[src/rtl/spi_temp_reader.sv]
// SPI mode-0 read-only master: after an idle gap it clocks one MSB-first frame
// out of the temperature sensor and publishes it with a one-cycle strobe.
module spi_temp_reader #(
    parameter int CLK_DIV     = 2,
    parameter int FRAME_BITS  = 24,
    parameter int IDLE_CYCLES = 1000
) (
    input  logic                  clk,
    input  logic                  rst,
    input  logic                  en,
    input  logic                  spi_miso,
    output logic                  spi_sclk,
    output logic                  spi_cs_n,
    output logic [FRAME_BITS-1:0] spi_data,
    output logic                  new_data_triger,
    output logic                  busy
);

    localparam int DIV_W = $clog2(CLK_DIV + 1);
    localparam int BIT_W = $clog2(FRAME_BITS + 1);
    localparam int GAP_W = $clog2(IDLE_CYCLES + 1);

    localparam logic [DIV_W-1:0] DIV_ZERO = {DIV_W{1'b0}};
    localparam logic [DIV_W-1:0] DIV_ONE  = DIV_W'(1);
    localparam logic [DIV_W-1:0] DIV_LAST = DIV_W'(CLK_DIV - 1);
    localparam logic [BIT_W-1:0] BIT_ZERO = {BIT_W{1'b0}};
    localparam logic [BIT_W-1:0] BIT_ONE  = BIT_W'(1);
    localparam logic [BIT_W-1:0] BIT_LAST = BIT_W'(FRAME_BITS - 1);
    localparam logic [GAP_W-1:0] GAP_ZERO = {GAP_W{1'b0}};
    localparam logic [GAP_W-1:0] GAP_ONE  = GAP_W'(1);
    localparam logic [GAP_W-1:0] GAP_LAST = GAP_W'(IDLE_CYCLES - 1);

    localparam logic [2:0] S_IDLE  = 3'd0;
    localparam logic [2:0] S_SETUP = 3'd1;
    localparam logic [2:0] S_SHIFT = 3'd2;
    localparam logic [2:0] S_HOLD  = 3'd3;
    localparam logic [2:0] S_DONE  = 3'd4;

    logic [2:0]            state_q, state_d;
    logic [GAP_W-1:0]      gap_q, gap_d;
    logic [DIV_W-1:0]      div_q, div_d;
    logic [BIT_W-1:0]      bit_q, bit_d;
    logic [FRAME_BITS-1:0] shift_q, shift_d;
    logic [FRAME_BITS-1:0] data_q, data_d;
    logic                  sclk_q, sclk_d;
    logic                  cs_n_q, cs_n_d;
    logic                  busy_q, busy_d;
    logic                  strobe_q, strobe_d;

    // Next-state logic; output flops are loaded from the next state so they
    // line up with the state they describe.
    always_comb begin
        state_d  = state_q;
        gap_d    = gap_q;
        div_d    = div_q;
        bit_d    = bit_q;
        shift_d  = shift_q;
        data_d   = data_q;
        sclk_d   = sclk_q;
        strobe_d = 1'b0;
        case (state_q)
            S_IDLE: begin
                sclk_d = 1'b0;
                div_d  = DIV_ZERO;
                bit_d  = BIT_ZERO;
                if (!en) begin
                    gap_d = GAP_ZERO;
                end else if (gap_q == GAP_LAST) begin
                    gap_d   = GAP_ZERO;
                    state_d = S_SETUP;
                end else begin
                    gap_d = gap_q + GAP_ONE;
                end
            end
            S_SETUP: begin
                if (div_q == DIV_LAST) begin
                    div_d   = DIV_ZERO;
                    state_d = S_SHIFT;
                end else begin
                    div_d = div_q + DIV_ONE;
                end
            end
            S_SHIFT: begin
                // MISO is captured on the same clk edge that raises SCLK.
                if (div_q != DIV_LAST) begin
                    div_d = div_q + DIV_ONE;
                end else if (!sclk_q) begin
                    div_d   = DIV_ZERO;
                    sclk_d  = 1'b1;
                    shift_d = {shift_q[FRAME_BITS-2:0], spi_miso};
                end else begin
                    div_d  = DIV_ZERO;
                    sclk_d = 1'b0;
                    if (bit_q == BIT_LAST) begin
                        bit_d   = BIT_ZERO;
                        state_d = S_HOLD;
                    end else begin
                        bit_d = bit_q + BIT_ONE;
                    end
                end
            end
            S_HOLD: begin
                if (div_q == DIV_LAST) begin
                    div_d    = DIV_ZERO;
                    data_d   = shift_q;
                    strobe_d = 1'b1;
                    state_d  = S_DONE;
                end else begin
                    div_d = div_q + DIV_ONE;
                end
            end
            S_DONE: begin
                state_d = S_IDLE;
            end
            default: begin
                state_d = S_IDLE;
                sclk_d  = 1'b0;
            end
        endcase
        cs_n_d = !((state_d == S_SETUP) || (state_d == S_SHIFT) || (state_d == S_HOLD));
        busy_d = (state_d != S_IDLE);
    end

    // State and registered outputs; reset aborts any frame and clears the data.
    always_ff @(posedge clk or posedge rst) begin
        if (rst) begin
            state_q  <= S_IDLE;
            gap_q    <= GAP_ZERO;
            div_q    <= DIV_ZERO;
            bit_q    <= BIT_ZERO;
            shift_q  <= {FRAME_BITS{1'b0}};
            data_q   <= {FRAME_BITS{1'b0}};
            sclk_q   <= 1'b0;
            cs_n_q   <= 1'b1;
            busy_q   <= 1'b0;
            strobe_q <= 1'b0;
        end else begin
            state_q  <= state_d;
            gap_q    <= gap_d;
            div_q    <= div_d;
            bit_q    <= bit_d;
            shift_q  <= shift_d;
            data_q   <= data_d;
            sclk_q   <= sclk_d;
            cs_n_q   <= cs_n_d;
            busy_q   <= busy_d;
            strobe_q <= strobe_d;
        end
    end

    assign spi_sclk        = sclk_q;
    assign spi_cs_n        = cs_n_q;
    assign spi_data        = data_q;
    assign new_data_triger = strobe_q;
    assign busy            = busy_q;

endmodule

[config.mk]
export PLATFORM = sky130hd
export DESIGN_NAME = spi_temp_reader
export DESIGN_NICKNAME = d
export VERILOG_FILES = /design/src/rtl/spi_temp_reader.sv
export SDC_FILE = /design/constraint.sdc
export NUM_CORES = 1
export LEC_CHECK = 0
export CORE_MARGIN = 5
export CORE_UTILIZATION = 50
export CTS_CLUSTER_SIZE = 20
export DETAILED_ROUTE_END_ITERATION = 7
export PLACE_DENSITY = 0.74
export SETUP_SLACK_MARGIN = 0.4
export SLEW_MARGIN = 20
export SYNTH_ARGS = -nofsm -noshare
export SYNTH_HDL_FRONTEND = slang
export SYNTH_SLANG_ARGS = --single-unit
[constraint.sdc]
create_clock -name clk -period 2.32 [get_ports clk]
set_clock_uncertainty 0.1 [all_clocks]
set_input_delay 0.464 -clock clk [delete_from_list [all_inputs] [get_ports clk]]
set_output_delay 0.464 -clock clk [all_outputs]
set_load 0.005 [all_outputs]
* Yosys cells after proc, flatten, opt, wreduce, memory -nomap -nowiden
Index checks and enable logic that the tools add are counted.
** Operators by class
- Add/subtract/negate cells :: 3
- Reductions and logical operators :: 13
- Bitwise gates (word level) :: 3
- Multiplexer cells :: 22
- Equality and inequality tests :: 13
** Operators by type and width (number)
- $mux W3 :: 7
- $mux W10 :: 2
- $mux W5 :: 3
- $eq A3 B2 Y1 const B :: 4
- $pmux W3 S4 :: 1
- $add A10 B1 Y10 const B :: 1
- $eq A10 B10 Y1 const B :: 1
- $pmux W5 S2 :: 1
- $eq A3 B1 Y1 const B :: 2
- $pmux W2 S3 :: 1
- $reduce_and A3 Y1 :: 2
- $reduce_bool A3 Y1 :: 2
- $add A5 B1 Y5 const B :: 1
- $eq A5 B5 Y1 const B :: 1
- $mux W1 :: 4
- $mux W2 :: 2
- $ne A2 B2 Y1 const B :: 2
- $reduce_and A2 Y1 :: 2
- $eq A3 B3 Y1 const B :: 1
- $logic_not A3 Y1 :: 1
- $not A1 Y1 :: 3
- $reduce_or A3 Y1 :: 1
- $add A2 B1 Y2 const B :: 1
- $eq A2 B1 Y1 const B :: 1
- 6 further kinds :: 7
** Word-level totals
- Output and inout port bits :: 28
- Input bits :: 4
- Word-level logic and storage cells :: 64
- Flip-flop bits (word level) :: 72

* Depth between registers and ports, before layout
Gate-level depths: netlist of run 1.
- Word-level depth :: 9
- Gate-level depth with buffers :: 7
- Depth with buffers taken out :: 5

* Worst setup path after synthesis of run 1
Ideal clock, no wire load.
- Kind :: register -> register
- Start :: register state_q[1]
- End :: register shift_q[10]
- Stages on the path, launching flop included :: 8
- Data required time :: 2.095 ns
- Clock period less this slack :: 2.058 ns
- Slack :: 0.262 ns
- Setup time :: 0.125 ns
- Buffers on the path :: 4
- Arrival :: 1.833 ns
- Cell sequence :: dfrtp_1 buf_4 or3b_1 buf_2 or3_1 buf_6 buf_12 mux2_4
** On the way
- Cells in the longest elaborated chain, start to end :: 2
** RTL lines
- start, declared :: line 39 : logic [2:0] state_q, state_d;
- start signal, assigned :: line 138 : state_q <= state_d;
- $eq A3 B2 Y1 :: line 61 : case (state_q)
- $reduce_and A3 Y1 (no line)
- end signal, assigned :: line 131 : shift_q <= {FRAME_BITS{1'b0}};
- end signal, assigned :: line 142 : shift_q <= shift_d;
- end, declared :: line 43 : logic [FRAME_BITS-1:0] shift_q, shift_d;
Every way passes these cells.
A chain may end at the register's enable or synchronous reset.

* Worst setup path after layout of run 1
- Start :: register state_q[0]
- End :: register shift_q[4]
The elaborated chain is that of the path after synthesis.

==> impl_metrics.env, run 1 <==
export IMPL_status="finished, final reports clean"
export IMPL_vias_per_cell=5.375
export IMPL_drt_drc_violations_left=0
export IMPL_setup_viol=0
export IMPL_max_cap_violations=0
export IMPL_worstRegToRegCells=4
export IMPL_vdd_drop_max_mv=0.3422
export IMPL_cts_sinks=72
export IMPL_wire_per_inst_microns=15.52
export IMPL_routabilityCongestion=0.7853
export IMPL_tritoncts="built"
export IMPL_met1_usage_pct=20.91
export IMPL_die_y_microns=88.59
export IMPL_die_w_microns=88.59
export IMPL_async_flop_share_pct=100.0
export IMPL_synth_compound_area_share_pct=4.579
export IMPL_overflow=0
export IMPL_critPathMaxFanout=24
export IMPL_synth_seq_area_share_pct=58.39
export IMPL_p_leak_nw=1.893
export IMPL_synth_top_family_by_area="multiplexers"
export IMPL_insertion_delay_ns=0.33
export IMPL_cts_max_path_buffers=2
export IMPL_dpl_hpwl_microns=3400
export IMPL_drt_total_wl_microns=5509
export IMPL_synth_xor_area_share_pct=2.553
export IMPL_drive_above_1_share_pct=32.50
export IMPL_synthFlopType="dfrtp_1"
export IMPL_antenna_found_initial=0
export IMPL_powerDensity_nw_per_um2=653.4
export IMPL_grt_max_degree=73
export IMPL_final_antenna_net_count=0
export IMPL_num_rows=28
export IMPL_r2r_slack_ns=0.41
export IMPL_place_area_sq_um=3486
export IMPL_fin_crit_ns=1.908
export IMPL_tns_ns=0
export IMPL_top_usage_layer="met2"
export IMPL_htree_levels=3
export IMPL_start_util_pct=51.85
export IMPL_met3_usage_pct=2.886
export IMPL_worstSetupPathType="reg -> reg"
export IMPL_grt_usage_pct=15.14
export IMPL_diodes=0
export IMPL_die_area_sq_um=7847
export IMPL_layout_common_cells="69 x dfrtp_1, 30 x clkdlybuf4s50_1, 28 x mux2_2"
export IMPL_ys_ff_latch=72
export IMPL_worstMarginPinSlew_ns=0.3637
export IMPL_critical_path_required_ns=2.44
export IMPL_yosysWarnings=0
export IMPL_min_from="spi_data[15]"
export IMPL_area_growth_pct=24.76
export IMPL_yosysUniqueCellTypes=39
export IMPL_layout_commonest_cell="dfrtp_1"
export IMPL_nNetsFinal=281
export IMPL_worst_ep_arrival_time_ns=2.03
export IMPL_cts_buffers=9
export IMPL_setup_slack_ns=0.4117
export IMPL_slew_viol_final=0
export IMPL_power_mw=2.517
export IMPL_synth_simple_area_share_pct=9.684
export IMPL_place_ws_ns=0.2858
export IMPL_synthCells=231
export IMPL_clock_fmax_mhz=524.0
export IMPL_min_path_cells=1
export IMPL_grt_setup_unrepaired="no"
export IMPL_hold_ws_ns=0.4067
export IMPL_grt_pass1_vias=1860
export IMPL_cp_end_kind="register"
export IMPL_worst_setup_path_start_kind="register"
export IMPL_root_buffer="clkbuf_8"
export IMPL_synth_fa_ha_area_share_pct=0.8104
export IMPL_grt_pass1_wl_microns=9156
export IMPL_min_delay_worst_endpoint="spi_data[15]"
export IMPL_r2r_end="shift_q[4]"
export IMPL_fin_util_pct=64.68
export IMPL_r2r_start="state_q[0]"
export IMPL_design_portCount=32
export IMPL_fin_crit_sh_pct=82.25
export IMPL_port_buffer_count=31
export IMPL_slew_headroom_pct=75.56
export IMPL_vias=1908
export IMPL_grtUsageMet2_pct=22.84
export IMPL_final_cell_count_no_fill=355
export IMPL_holdCritPathClass="reg -> reg"
export IMPL_syn_avg_cell_area_sq_um=13.37
export IMPL_synth_edf_count=0
export IMPL_muxShareOfSynthArea_pct=19.94
export IMPL_clkTransAtPathRegs_ns=0.08
export IMPL_hold_viol_final=0
export IMPL_fin_area_sq_um=3852
export IMPL_dr_first_iter_drc_count=86
export IMPL_syn_nets=237
export IMPL_dr_pass1_iters=4
export IMPL_syn_area_sq_um=3088
export IMPL_dp_cells=333
export IMPL_core_sq_um=5956
worst max path at each step:
| stage | from | endpoint | slack, ns | cells after the start |
|---|---|---|---|---|
| 2_1_floorplan | state_q[1] | shift_q[10] | 0.30 | 7 |
| 3_3_place_gp | state_q[1] | shift_q[9] | 0.34 | 4 |
| 3_5_place_dp | state_q[1] | shift_q[4] | 0.29 | 4 |
| 4_1_cts | spi_cs_n | spi_cs_n | 0.40 | 1 |
| 5_1_grt | state_q[0] | shift_q[15] | 0.38 | 4 |
| 6_report | state_q[0] | shift_q[4] | 0.41 | 4 |
worst max-delay path: stages (launching register included):
cell and delay, ns:
dfrtp_1 0.40, or3b_4 0.41, or3_1 0.37, buf_12 0.20, mux2_4 0.31
metal layers:
layer	routed length, microns	vias to the layer above
li1	-	903
met1	2550	958
met2	2714	38
met3	168	9
met4	76	0
met5	0	-
kinds of logic (layout without fill, tap and decap cells):
family          Yosys count  count (layout)
mux                      48              48
fa+ha+maj                 2               2
compound gates           22              22
xor+xnor                  9               9
simple gates             57              57
buf+inv                  21              70
flops                    72              72
cell type report:
class	instances	area, sq um
clock inverter	6	116.4
tap	75	93.84
timing repair buffer	44	439.2
inverter	10	41.29
sequential	72	1805
multi-input combinational	138	1229
clock buffer	10	127.6
fill	430	2103
repair_timing:
item,CTS,global route
setup buffers,2,4
cloned,0,0
gates resized for setup,4,14
setup endpoints to repair,31,18
pin swaps,0,2
hold buffers,0,0
synth_stat cells, drive strengths merged, types with 2 or more instances:
master   n  area (sq um)
mux2    48         615.6
nand4b   3         26.28
nor2    14         52.55
o31ai    2         15.01
nand3    6         30.03
nand2   10         37.54
o21ai    6         30.03
clkbuf   5         18.77
or3      3         18.77
nor3     6         30.03
nor2b    2         12.51
a21oi    5         25.02
dfrtp   71          1777
nand3b   2         15.01
inv     10         37.54
nand4    2         12.51
buf      6         68.82
nor4     4         25.02
nand2b   2         12.51
ha       2         25.02
xnor2    7         61.31
xor2     2         17.52
power breakdown:
| part | switching, mW | internal [mW] | leakage (nW) |
|---|---|---|---|
| sequential | 0.00993 | 1.27 | 0.928 |
| combinational | 0.0283 | 0.0216 | 0.844 |
| clock | 0.469 | 0.722 | 0.121 |
flip-flops by register name, indices dropped and copies added, names as in the netlist:
| register | flops |
|---|---|
| spi_data | 24 |
| spi_sclk | 1 |
| busy | 1 |
| bit_q | 5 |
| shift_q | 24 |
| gap_q | 10 |
| div_q | 2 |
| spi_cs_n | 1 |
| state_q | 3 |
| new_data_triger | 1 |
Power figures use the tool's default switching activity.
==> run 2, diff against run 1 <==
==> constraint.sdc (replaced) <==
create_clock -name clk -period 1.69 [get_ports clk]
set_clock_uncertainty 0.1 [all_clocks]
set_input_delay 0.338 -clock clk [delete_from_list [all_inputs] [get_ports clk]]
set_output_delay 0.338 -clock clk [all_outputs]
set_load 0.005 [all_outputs]
==> impl_metrics.env, run 2 (synthesis gave the netlist of run 1 again) <==
export IMPL_max_cap_violations=0
export IMPL_layout_common_cells="71 x dfrtp_1, 47 x buf_4, 44 x mux2_4"
export IMPL_cts_buffers=9
export IMPL_worst_ep_arrival_time_ns=1.99
export IMPL_setup_viol=49
export IMPL_start_util_pct=51.85
export IMPL_nNetsFinal=331
export IMPL_dr_pass1_iters=5
export IMPL_area_growth_pct=40.32
export IMPL_endpoint="shift_q[6]"
export IMPL_fin_area_sq_um=4333
export IMPL_clkTransAtPathRegs_ns=0.08
export IMPL_die_area_sq_um=7847
export IMPL_drt_drc_violations_left=0
export IMPL_r2r_slack_ns=-0.17
export IMPL_holdCritPathClass="in -> async"
export IMPL_vdd_drop_max_mv=0.4941
export IMPL_worstMarginPinSlew_ns=0.4428
export IMPL_antenna_found_initial=0
export IMPL_grt_setup_unrepaired="yes"
export IMPL_status="finished with violations"
export IMPL_r2r_start="state_q[2]"
export IMPL_fin_crit_ns=1.860
export IMPL_clock_fmax_mhz=537.5
export IMPL_cp_slowest_cell="dfrtp_1"
export IMPL_slew_viol_final=0
export IMPL_insertion_delay_ns=0.34
export IMPL_die_y_microns=88.59
export IMPL_dr_first_iter_drc_count=71
export IMPL_diodes=0
export IMPL_num_rows=28
export IMPL_tritoncts="built"
export IMPL_fin_crit_sh_pct=110.1
export IMPL_violations="setup timing"
export IMPL_drt_total_wl_microns=6910
export IMPL_wire_per_inst_microns=17.06
export IMPL_r2r_end="shift_q[6]"
export IMPL_cpPeakStageDelay_ns=0.41
export IMPL_critical_path_required_ns=1.82
export IMPL_overflow=0
export IMPL_final_antenna_net_count=0
export IMPL_cts_sinks=72
export IMPL_grt_pass1_wl_microns=10640
export IMPL_slew_headroom_pct=70.41
export IMPL_grt_max_degree=28
export IMPL_crit_chain="or3b_4, or3_4, buf_12, mux2_4"
export IMPL_setup_slack_ns=-0.1704
export IMPL_cts_max_path_buffers=2
export IMPL_worstSetupPathType="reg -> reg"
export IMPL_dp_cells=355
export IMPL_worstRegToRegCells=4
export IMPL_cp_end_kind="register"
export IMPL_place_area_sq_um=3811
export IMPL_hold_viol_final=0
export IMPL_critPathMaxFanout=24
export IMPL_dpl_hpwl_microns=3949
export IMPL_core_sq_um=5956
export IMPL_root_buffer="clkbuf_8"
export IMPL_drive_above_1_share_pct=57.88
export IMPL_layout_commonest_cell="dfrtp_1"
export IMPL_grt_usage_pct=18.04
export IMPL_tns_ns=-4.502
export IMPL_port_buffer_count=31
export IMPL_worst_setup_path_start_kind="register"
export IMPL_design_portCount=32
export IMPL_crit_start="state_q[2]"
export IMPL_final_cell_count_no_fill=405
export IMPL_grt_pass1_vias=2187
export IMPL_htree_levels=3
export IMPL_p_leak_nw=2.293
export IMPL_die_w_microns=88.59
export IMPL_vias=2173
export IMPL_vias_per_cell=5.365
export IMPL_powerDensity_nw_per_um2=696.7
export IMPL_routabilityCongestion=0.8036
-- run 2: cell types whose count changed in the layout (fill, tap and decap cells not counted), sizes merged --
cell / previous run / this run
buf: 13 / 90
bufinv: 3 / 0
clkbuf: 10 / 11
clkdlybuf4s50: 30 / 3
clkinvlp: 1 / 4
dlymetal6s2s: 1 / 0
-- run 2: layout make-up --
type	count	area, sq um
multi-input cells	138	1479
well taps	75	93.84
clock inverters	6	45.04
fillers	395	1623
repair buffers	94	743.2
clock buffers	10	127.6
inverters	10	41.29
flip-flops and latches	72	1803
-- run 2: how the worst min path moves through the flow --
stage | start | to | slack, ns | depth (start not counted)
finish | rst | spi_data[5] | 0.17 | 2
global route | rst | shift_q[3] | 0.16 | 2
CTS | rst | shift_q[3] | 0.16 | 2
detailed placement | spi_data[9] | spi_data[9] | 0.39 | 1
global placement | spi_data[10] | spi_data[10] | 0.39 | 1
floorplan | bit_q[4] | bit_q[4] | 0.37 | 2
-- run 2: layer usage --
metal  global-route usage [%]  part of all wire (%)  vias to the layer above  wire length [microns]
met1                    23.28                    45                     1090                   3106
li1                         -                     -                     1001                      -
met4                    8.654                   2.0                        0                    139
met3                    3.352                   3.0                       19                    207
met5                        0                     0                        -                      0
met2                    29.44                    50                       63                   3457
-- run 2: per-stage QoR --
| stage | setup slack [ns] | utilization [%] | power [mW] | hold slack [ns] |
|---|---|---|---|---|
| finish | -0.1704 | 72.75 | 3.019 | 0.1727 |
| detailed placement | -0.2202 | 63.99 | 1.866 | 0.3934 |
| CTS | -0.1561 | 69.08 | 3.065 | 0.1559 |
| global placement | -0.1896 | 63.99 | 1.863 | 0.3917 |
| floorplan | -0.3339 | - | 1.827 | 0.3695 |
| global route | -0.2015 | 72.75 | 3.148 | 0.1646 |
-- run 2: timing repair --
item / 4_1_cts / 5_1_grt
cloned: 0 / 2
hold buffers: 0 / 0
resized for setup: 142 / 19
endpoints found under the hold margin: 0 / 0
setup buffers: 19 / 13
setup endpoints to repair: 96 / 99
pin swaps: 14 / 14
-- run 2: power by group --
part	leakage [nW]	total [mW]	internal, mW	switching (mW)
clock	0.0789	1.19	0.537	0.650
combinational	1.29	0.0799	0.0360	0.0439
sequential	0.928	1.75	1.74	0.0143
-- run 2: worst max-delay path: cells and delay by family (launching register included) --
family                 cells  cell delay, ns
DFF                        1            0.41
buffers and inverters      1            0.19
muxes                      1            0.31
and+or+nand+nor            2            0.73
